===== config.mk =====
export PLATFORM = sky130hd
export DESIGN_NAME = hit_scorer_flat
export DESIGN_NICKNAME = d
export VERILOG_FILES = /design/src/rtl/wam_pkg.sv /design/src/rtl/hit_scorer_if.sv /design/src/rtl/hit_scorer_rise_detect.sv /design/src/rtl/hit_scorer.sv /design/src/flat_wrapper.sv
export SDC_FILE = /design/constraint.sdc
export NUM_CORES = 1
export LEC_CHECK = 0
export ABC_CLOCK_PERIOD_IN_PS = 4210
export CORE_ASPECT_RATIO = 0.75
export CORE_MARGIN = 3
export CORE_UTILIZATION = 30
export CTS_CLUSTER_DIAMETER = 200
export DETAILED_ROUTE_END_ITERATION = 10
export SLEW_MARGIN = 20
export SYNTH_ARGS = -nofsm -noshare
export SYNTH_HDL_FRONTEND = slang
export SYNTH_SLANG_ARGS = --single-unit

===== constraint.sdc =====
create_clock -name clk -period 4.21 [get_ports clk]
set_input_delay 0.421 -clock clk [delete_from_list [all_inputs] [get_ports clk]]
set_output_delay 0.421 -clock clk [all_outputs]
set_load 0.03 [all_outputs]

===== src/rtl/wam_pkg.sv =====
// Shared whack-a-mole definitions: counter widths, game limits, hit_scorer FSM encoding.
package wam_pkg;

    localparam int unsigned SCORE_W    = 6;
    localparam int unsigned MAX_SCORE  = 63;
    localparam int unsigned LIVES_INIT = 3;
    localparam int unsigned NUM_KEYS   = 9;
    localparam int unsigned KEY_W      = 4;
    localparam int unsigned LIVES_W    = 2;

    typedef enum logic [1:0] {
        HS_IDLE  = 2'd0,
        HS_ARMED = 2'd1,
        HS_DONE  = 2'd2,
        HS_OVER  = 2'd3
    } hs_state_e;

    typedef logic [SCORE_W-1:0] score_t;

    typedef struct packed {
        score_t             score;
        score_t             misses;
        logic [LIVES_W-1:0] lives;
    } hs_tally_t;

    // Add inc to a, holding at MAX_SCORE.
    function automatic score_t sat_add(score_t a, logic [1:0] inc);
        logic [SCORE_W:0] sum;
        sum = {1'b0, a} + (SCORE_W+1)'(inc);
        return (sum > (SCORE_W+1)'(MAX_SCORE)) ? score_t'(MAX_SCORE) : sum[SCORE_W-1:0];
    endfunction

endpackage


===== src/rtl/hit_scorer_if.sv =====
// Bus between the game controllers and hit_scorer. Streak signals exist only when
// HIT_SCORER_STREAK_EN is defined.
interface hit_scorer_if;
    import wam_pkg::*;

    logic               enable;
    logic               use_lives;
    logic               key_valid;
    logic [KEY_W-1:0]   key;
    logic               light_on;
    logic [KEY_W-1:0]   light_pos;
    score_t             score;
    score_t             misses;
    logic [LIVES_W-1:0] lives_left;
    logic               hit_pulse;
    logic               miss_pulse;
    logic               game_over;
`ifdef HIT_SCORER_STREAK_EN
    score_t             streak;
    score_t             best_streak;
`endif

    modport master (
        output enable, use_lives, key_valid, key, light_on, light_pos,
        input  score, misses, lives_left, hit_pulse, miss_pulse, game_over
`ifdef HIT_SCORER_STREAK_EN
        , input streak, best_streak
`endif
    );

    modport slave (
        input  enable, use_lives, key_valid, key, light_on, light_pos,
        output score, misses, lives_left, hit_pulse, miss_pulse, game_over
`ifdef HIT_SCORER_STREAK_EN
        , output streak, best_streak
`endif
    );

endinterface


===== src/rtl/hit_scorer_rise_detect.sv =====
// rise_detect: registers a level and flags its rising and falling edges.
module rise_detect (
    input  logic clk,
    input  logic reset,
    input  logic d,
    output logic rise_c,
    output logic fall_c
);

    logic d_q;

    always_ff @(posedge clk or posedge reset) begin
        if (reset) d_q <= 1'b0;
        else       d_q <= d;
    end

    assign rise_c = d & ~d_q;
    assign fall_c = ~d & d_q;

endmodule


===== src/rtl/hit_scorer.sv =====
// hit_scorer: judges key presses against the lit mole and keeps score/misses/lives.
// Optional HIT_SCORER_STREAK_EN adds streak tracking with a bonus every 5th consecutive hit.
module hit_scorer
    import wam_pkg::*;
(
    input  logic         clk,
    input  logic         reset,
    hit_scorer_if.slave  bus
);

    logic      key_rise_c, key_fall_unused_c;
    logic      lit_rise_c, lit_fall_c;
    logic      key_evt_c;
    hs_state_e state_q, state_d;
    hs_tally_t tally_q, tally_d;
    logic      hit_d, miss_d;
    logic      hit_q, miss_q, over_q;
    logic [1:0] hit_inc;

    rise_detect u_key_edge (
        .clk(clk), .reset(reset), .d(bus.key_valid),
        .rise_c(key_rise_c), .fall_c(key_fall_unused_c)
    );

    rise_detect u_lit_edge (
        .clk(clk), .reset(reset), .d(bus.light_on),
        .rise_c(lit_rise_c), .fall_c(lit_fall_c)
    );

    // Out-of-range key codes never count as a press.
    assign key_evt_c = key_rise_c & (bus.key < KEY_W'(NUM_KEYS));

`ifdef HIT_SCORER_STREAK_EN
    score_t streak_q, streak_d, best_q, best_d;
`endif

    always_ff @(posedge clk or posedge reset) begin
        if (reset) begin
            state_q <= HS_IDLE;
            tally_q <= '{score: '0, misses: '0, lives: LIVES_W'(LIVES_INIT)};
            hit_q   <= 1'b0;
            miss_q  <= 1'b0;
            over_q  <= 1'b0;
`ifdef HIT_SCORER_STREAK_EN
            streak_q <= '0;
            best_q   <= '0;
`endif
        end else begin
            state_q <= state_d;
            tally_q <= tally_d;
            hit_q   <= hit_d;
            miss_q  <= miss_d;
            over_q  <= (state_d == HS_OVER);
`ifdef HIT_SCORER_STREAK_EN
            streak_q <= streak_d;
            best_q   <= best_d;
`endif
        end
    end

    always_comb begin
        state_d = state_q;
        tally_d = tally_q;
        hit_d   = 1'b0;
        miss_d  = 1'b0;
        hit_inc = 2'd1;
`ifdef HIT_SCORER_STREAK_EN
        streak_d = streak_q;
        best_d   = best_q;
`endif

        // One judgement per light; a disabled game drops back to IDLE unless already over.
        if (!bus.enable) begin
            if (state_q != HS_OVER) state_d = HS_IDLE;
        end else begin
            case (state_q)
                HS_IDLE:  if (lit_rise_c) state_d = HS_ARMED;
                HS_ARMED: begin
                    if (key_evt_c) begin
                        if (bus.key == bus.light_pos) hit_d  = 1'b1;
                        else                          miss_d = 1'b1;
                        state_d = lit_fall_c ? HS_IDLE : HS_DONE;
                    end else if (lit_fall_c) begin
                        miss_d  = 1'b1;
                        state_d = HS_IDLE;
                    end
                end
                HS_DONE:  if (lit_fall_c) state_d = HS_IDLE;
                HS_OVER:  state_d = HS_OVER;
                default:  state_d = HS_IDLE;
            endcase
        end

`ifdef HIT_SCORER_STREAK_EN
        if (hit_d) begin
            streak_d = sat_add(streak_q, 2'd1);
            if ((streak_d != '0) && ((streak_d % SCORE_W'(5)) == '0)) hit_inc = 2'd2;
        end
        if (miss_d) streak_d = '0;
        best_d = (streak_d > best_q) ? streak_d : best_q;
`endif

        if (hit_d) tally_d.score = sat_add(tally_q.score, hit_inc);

        // Losing the last life ends the game on the same edge as the miss.
        if (miss_d) begin
            tally_d.misses = sat_add(tally_q.misses, 2'd1);
            if (bus.use_lives) begin
                if (tally_q.lives <= LIVES_W'(1)) begin
                    tally_d.lives = '0;
                    state_d       = HS_OVER;
                end else begin
                    tally_d.lives = tally_q.lives - LIVES_W'(1);
                end
            end
        end
    end

    assign bus.score      = tally_q.score;
    assign bus.misses     = tally_q.misses;
    assign bus.lives_left = tally_q.lives;
    assign bus.hit_pulse  = hit_q;
    assign bus.miss_pulse = miss_q;
    assign bus.game_over  = over_q;
`ifdef HIT_SCORER_STREAK_EN
    assign bus.streak      = streak_q;
    assign bus.best_streak = best_q;
`endif

endmodule

===== src/flat_wrapper.sv =====
// flat-port wrapper written by rule: the top's interface ports become plain ports
module hit_scorer_flat import wam_pkg::*;
  (clk, reset, bus_enable, bus_use_lives, bus_key_valid, bus_key, bus_light_on, bus_light_pos, bus_score, bus_misses, bus_lives_left, bus_hit_pulse, bus_miss_pulse, bus_game_over);
  hit_scorer_if bus_i ();
  input  logic clk;
  input  logic reset;
  input wire logic [$bits(bus_i.enable)-1:0] bus_enable;
  input wire logic [$bits(bus_i.use_lives)-1:0] bus_use_lives;
  input wire logic [$bits(bus_i.key_valid)-1:0] bus_key_valid;
  input wire logic [$bits(bus_i.key)-1:0] bus_key;
  input wire logic [$bits(bus_i.light_on)-1:0] bus_light_on;
  input wire logic [$bits(bus_i.light_pos)-1:0] bus_light_pos;
  output wire logic [$bits(bus_i.score)-1:0] bus_score;
  output wire logic [$bits(bus_i.misses)-1:0] bus_misses;
  output wire logic [$bits(bus_i.lives_left)-1:0] bus_lives_left;
  output wire logic [$bits(bus_i.hit_pulse)-1:0] bus_hit_pulse;
  output wire logic [$bits(bus_i.miss_pulse)-1:0] bus_miss_pulse;
  output wire logic [$bits(bus_i.game_over)-1:0] bus_game_over;
  assign bus_i.enable = bus_enable;
  assign bus_i.use_lives = bus_use_lives;
  assign bus_i.key_valid = bus_key_valid;
  assign bus_i.key = bus_key;
  assign bus_i.light_on = bus_light_on;
  assign bus_i.light_pos = bus_light_pos;
  assign bus_score = bus_i.score;
  assign bus_misses = bus_i.misses;
  assign bus_lives_left = bus_i.lives_left;
  assign bus_hit_pulse = bus_i.hit_pulse;
  assign bus_miss_pulse = bus_i.miss_pulse;
  assign bus_game_over = bus_i.game_over;
  hit_scorer u_core (.clk(clk), .reset(reset), .bus(bus_i));
endmodule

==> Yosys cells after proc, flatten, opt, wreduce, memory -nomap -nowiden <==
Index checks and enable logic that the tools add are counted.
{ "op_classes": {"add_sub_neg": 3, "order_cmp": 4, "n_eq_ne": 6, "n_mux": 22, "bitwise": 7, "reduce_logical": 2} }
{ "op_table": {"columns": ["op", "n"], "rows": [
  ["2-bit two-way mux", 10],
  ["6-bit by 1-bit adder with 7-bit output (second input constant)", 2],
  ["7-bit by 6-bit greater-than comparator with 1-bit output (second input constant)", 2],
  ["6-bit two-way mux", 2],
  ["1-bit two-way mux", 9],
  ["2-bit one-hot mux with 4 select lines", 1],
  ["2-bit equality test (second input constant)", 3],
  ["1-bit AND", 4],
  ["4-bit equality test", 1],
  ["4-bit less-than comparator (second input constant)", 1],
  ["1-bit inverter", 3],
  ["2-bit by 1-bit equality test with 1-bit output (second input constant)", 1],
  ["2-bit by 1-bit <= comparator with 1-bit output (second input constant)", 1],
  ["2-bit zero test", 1],
  ["2-bit inequality test (second input constant)", 1],
  ["2-bit AND reduction", 1],
  ["2-bit by 1-bit subtractor with 2-bit output (second input constant)", 1]
]} }
{ "totals": {"register_bits": 21, "inputBits": 14, "wordCells": 53} }

==> Longest topological paths before layout <==
{ "depth": {"word_depth": 10, "ltp_mapped": 7, "ltp_nobuf": 7} }

==> Cells and area by module <==
From an unflattened synthesis, not the netlist that was laid out.
{ "hier_totals": {"cells_unflattened": 117, "hier_area_um2": 1196.1} }
{ "modules_own_cells": {"columns": ["mod", "n_inst", "cells_each", "area_each_um2", "seq_area_each_um2"], "rows": [
  ["hit_scorer", 1, 109, 1108.6, 478.0],
  ["rise_detect", 2, 4, 43.8, 25.0]
]} }

==> Least setup slack after synthesis <==
No wires, ideal clock.
{ "synth_timing": {"kind": "reg-to-reg", "from": "register u_core.tally_q (netlist bit u_core.bus.score[0])", "to": "register u_core.tally_q (netlist bit u_core.bus.score[4])", "arrival_time_ns": 2.008, "required_time_ns": 4.133, "slack_ns": 2.124, "stages_incl_launch_ff": 8, "path_buffers": 0, "synth_period_minus_slack_ns": 2.086, "path_cell_list": "dfrtp_1 > inv_1 > ha_1 > or4bb_1 > nor3b_1 > a21oi_1 > and4_1 > a21oi_1"} }
{ "synth_between": {"elab_chain_len": 3} }
{ "synth_rtl": {"columns": ["item", "line", "text"], "rows": [
  ["start, declared", "hit_scorer.sv:15", "hs_tally_t tally_q, tally_d;"],
  ["start signal, assigned", "hit_scorer.sv:40", "tally_q <= '{score: '0, misses: '0, lives: LIVES_W'(LIVES_INIT)};"],
  ["start signal, assigned", "hit_scorer.sv:50", "tally_q <= tally_d;"],
  ["6-bit by 1-bit adder with 7-bit output *", "wam_pkg.sv:29", "sum = {1'b0, a} + (SCORE_W+1)'(inc);"],
  ["7-bit by 6-bit greater-than comparator with 1-bit output", "wam_pkg.sv:30", "return (sum > (SCORE_W+1)'(MAX_SCORE)) ? score_t'(MAX_SCORE) : sum[SCORE_W-1:0];"],
  ["6-bit two-way mux *", "wam_pkg.sv:30", null]
]} }
Every way passes the cells marked *; elsewhere a longest branch is shown, timed or not.
A chain may end at the register's enable or synchronous reset.

==> Worst setup path in the final report <==
{ "layout_timing": {"from": "input bus_key[2]", "to": "register u_core.tally_q (netlist bit u_core.bus.misses[5])"} }
{ "layout_between": {"elab_chain_len": 5, "elab_cells_between_ends": 7} }
{ "layout_rtl": {"columns": ["item", "line", "text"], "rows": [
  ["start, declared", "flat_wrapper.sv:10", "input wire logic [$bits(bus_i.key)-1:0] bus_key;"],
  ["4-bit less-than comparator or 4-bit equality test (tied branches)", "hit_scorer.sv:31, hit_scorer.sv:80", null],
  ["1-bit AND or 1-bit two-way mux (tied branches)", "hit_scorer.sv:31, hit_scorer.sv:80", null],
  ["1-bit two-way mux *", "hit_scorer.sv:79", "if (key_evt_c) begin"],
  ["1-bit two-way mux *", "hit_scorer.sv:76", "case (state_q)"],
  ["1-bit two-way mux *", "hit_scorer.sv:73", "if (!bus.enable) begin"]
]} }
Marked as above.

==> flow_metrics.py <==
metrics = {
    "min_path": {
        "min_to": "u_core.bus.lives_left[1]",
        "holdCritPathClass": "flop to flop",
        "startpoint_of_the_lowest_slack_hold_path": "u_core.bus.lives_left[1]",
        "timing.hold.worst_path_depth": 1,
    },
    "sta": {
        "slew_headroom": 0.4672,
        "timing.final.ws_setup_ns": 2.128,
        "clock.fmax_mhz": 480.3,
        "setup_viol": 0,
        "finalClockSkew_ns": 0.002293,
        "final-hold-violation-count": 0,
        "tns_ns": 0,
        "pin_slew_with_the_least_headroom_to_its_limit_ns": 0.7983,
        "final_min_period_over_clock_period": 0.4946,
        "finalMaxSlewViolations": 0,
        "whs_ns": 0.4897,
        "unrepaired_setup_endpoints_after_global_routing": "no",
        "period_minus_slack_ns": 2.082,
    },
    "floorplanning": {
        "die_y_extent_um": 60.26,
        "initial_core_util": 0.3175,
        "floorplan.core_area_um2": 3709,
        "num_ports": 31,
        "die_x_um": 78.34,
        "num_rows": 19,
        "dieArea_um2": 4720,
    },
    "clock_tree": {
        "tritoncts": "yes",
        "clock_sink_count": 21,
        "clkLatencyLatePin_ns": 0.26,
        "ctsHtreeMaxLevel": 1,
        "post_cts_hold_buffer_count": 0,
        "clock_tree.root_cell": "sky130_fd_sc_hd__clkbuf_8",
        "cts_max_path_buffers": 2,
        "clk_pin_slew_worst_paths_ns": 0.07,
        "post_cts.repair.setup_buffers": 0,
        "cts_resized": 0,
        "cts_inserted_buffers": 3,
    },
    "drt": {
        "route.antenna.remaining_nets": 0,
        "viasPerCell": 4.869,
        "remaining_design_rule_violation_count": 0,
        "dr.first_iter.drc_count": 15,
        "routedWlPerCell_um": 12.01,
        "route.vias.total": 964,
        "finalWirelength_um": 2378,
        "drtPass1Iterations": 4,
    },
    "grt": {
        "grt.total_usage": 0.1070,
        "globalRouteOverflowTotal": 0,
        "grt_pass1_vias": 876,
        "grt_max_degree": 22,
        "antenna_violations_before_repair": 0,
        "grt_pass1_wl_um": 3988,
    },
    "setup_path": {
        "r2r_path_start": "u_core.bus.score[0]",
        "r2r_slack_ns": 2.19,
        "rr_worst_depth": 7,
        "crit_arrival_ns": 2.23,
        "timing.critical_path.from_type": "input port",
        "critPathCaptureType": "flop",
        "critical-path-slowest-cell": "sky130_fd_sc_hd__clkdlybuf4s50_1",
        "worstSetupPathType": "input port to flop",
        "critical_path.reg2reg.endpoint": "u_core.bus.score[4]",
        "crit_path_max_fanout": 10,
        "worst_path_largest_cell_delay_ns": 0.54,
        "worst-endpoint-required_ns": 4.36,
        "path_cells": "clkdlybuf4s50_1 > xnor2_1 > nand4_1 > a31o_1 > nor3b_2 > mux2_4",
    },
    "synthesis": {
        "synth_enable_flop_cells": 0,
        "yosysWarnings": 0,
        "synthesized_instance_count": 113,
        "synthesis.area_per_instance_um2": 10.42,
        "seq_area_frac_synth": 0.4485,
        "synth_ff_type": "sky130_fd_sc_hd__dfrtp_1",
        "postSynthRegisterBits": 21,
        "syn-cell-area_um2": 1177,
        "synth_largest_type_area_fraction": 0.4038,
        "post_synth_num_cell_types": 40,
        "synthDominantAreaCellType": "sky130_fd_sc_hd__dfrtp_1",
        "share_of_flip_flops_with_an_asynchronous_set_or_reset": 1.000,
        "syn-num-nets": 131,
        "most_numerous_cell_in_the_yosys_netlist": "sky130_fd_sc_hd__dfrtp_1",
        "post_synth_main_area_contributors": "sky130_fd_sc_hd__dfrtp_1 (40%), sky130_fd_sc_hd__dfstp_2 (4.5%), sky130_fd_sc_hd__a21oi_1 (4.3%)",
        "synth.top_cells.by_count": "sky130_fd_sc_hd__dfrtp_1 (19), sky130_fd_sc_hd__nand2_1 (13), sky130_fd_sc_hd__a21oi_1 (10)",
    },
    "placed_design": {
        "port-buffer-count": 30,
        "routabilityCongestion": 0.8272,
        "dp_slack_ns": 1.842,
        "detailed_place_hpwl_um": 1821,
    },
    "finish": {
        "nFillCells": 371,
        "finalNetCount": 165,
        "drive_gt1_frac": 0.1096,
        "area.growth.synth_to_final_pct": 33.90,
        "count_of_inserted_antenna_diode_cells": 0,
    },
    "pwr": {
        "ir_worst_vdd_uv": 127.1,
        "leakage_uw": 0.0006122,
        "pwr_density_cell_nw_per_um2": 232.6,
    },
    "outcome": {
        "outcome": "finished clean",
    },
    "flow_run": {
        "drv.max_cap_violation_count": 0,
    },
}
[critical path: cells and delay by family]
family / cells / cell delay [ns]
XOR/XNOR: 1 / 0.14
AO/OA/AOI/OAI: 1 / 0.40
multiplexers: 1 / 0.29
buffers and inverters: 1 / 0.54
AND/OR/NAND/NOR: 2 / 0.43
[worst max path at each step]
| stage | startpoint | end | slack, ns | depth (start not counted) |
|---|---|---|---|---|
| 2_1_floorplan | u_core.bus.score[0] | u_core.bus.score[4] | 2.12 | 7 |
| 3_3_place_gp | bus_key[2] | u_core.bus.misses[5] | 1.90 | 5 |
| 3_5_place_dp | bus_key[0] | u_core.bus.misses[5] | 1.84 | 6 |
| 4_1_cts | bus_key[0] | u_core.bus.misses[5] | 2.13 | 6 |
| 5_1_grt | u_core.bus.score[0] | u_core.bus.score[4] | 2.01 | 7 |
| 6_report | bus_key[2] | u_core.bus.misses[5] | 2.13 | 6 |
[flip-flops by register name (all words and copies together) (netlist names)]
register / count
u_core.state_q: 2
u_core.bus.miss_pulse: 1
u_core.bus.score: 6
u_core.bus.lives_left: 2
u_core.bus.hit_pulse: 1
u_core.u_key_edge.d_q: 1
u_core.u_lit_edge.d_q: 1
u_core.bus.misses: 6
u_core.bus.game_over: 1
[power breakdown]
group | switching [µW] | leakage [µW] | total [µW] | internal (µW)
Sequential | 0.522 | 0.000266 | 203 | 203
Combinational | 16.0 | 0.000324 | 33.3 | 17.3
Clock | 62.9 | 0.0000228 | 130 | 67.4
[per-stage QoR]
stage,instances,cell area (µm²),utilization,total power (µW)
after floorplan,113,1177,-,224.4
after global placement,194,1531,0.4130,240.2
after detailed placement,194,1531,0.4130,241.2
after CTS,198,1577,0.4251,375.6
after global routing,198,1577,0.4251,384.3
final,198,1577,0.4251,366.7
[cell type report]
cell class	instances	area (µm²)	area share
multi-input cells	85	615.6	0.3905
repair buffers	30	300.3	0.1905
flip-flops and latches	21	528.0	0.3349
well taps	52	65.06	0.04127
inverters	6	22.52	0.01429
clock buffers	4	45.04	0.02857
[logic make-up after synthesis]
logic type,synth area share
multiplexers,0.06376
adder cells (fa/ha/maj),0.05101
buffers and inverters,0.02869
flip-flops,0.4485
AO/OA/AOI/OAI,0.1456
AND/OR/NAND/NOR,0.2253
XOR/XNOR,0.03719
[layer usage]
| metal | vias to the layer above | GRT usage | part of all wire |
|---|---|---|---|
| met4 | 0 | 0.01995 | 0.0029 |
| li1 | 477 | - | - |
| met1 | 458 | 0.1406 | 0.48 |
| met3 | 2 | 0.04066 | 0.058 |
| met5 | - | 0 | 0 |
| met2 | 27 | 0.1707 | 0.46 |
[cell usage in the layout, fill, tap and decap left out, types with 3 or more instances in the layout]
cell,n
sky130_fd_sc_hd__a31oi_1,5
sky130_fd_sc_hd__nand2_1,13
sky130_fd_sc_hd__nor2b_1,3
sky130_fd_sc_hd__dfrtp_1,19
sky130_fd_sc_hd__inv_1,6
sky130_fd_sc_hd__o21a_1,3
sky130_fd_sc_hd__ha_1,4
sky130_fd_sc_hd__nand3_1,3
sky130_fd_sc_hd__and3_1,3
sky130_fd_sc_hd__clkbuf_8,3
sky130_fd_sc_hd__a21oi_1,10
sky130_fd_sc_hd__nand4_1,3
sky130_fd_sc_hd__xnor2_1,5
sky130_fd_sc_hd__clkdlybuf4s50_1,30
Note: power is estimated with default switching activity, not from simulation.
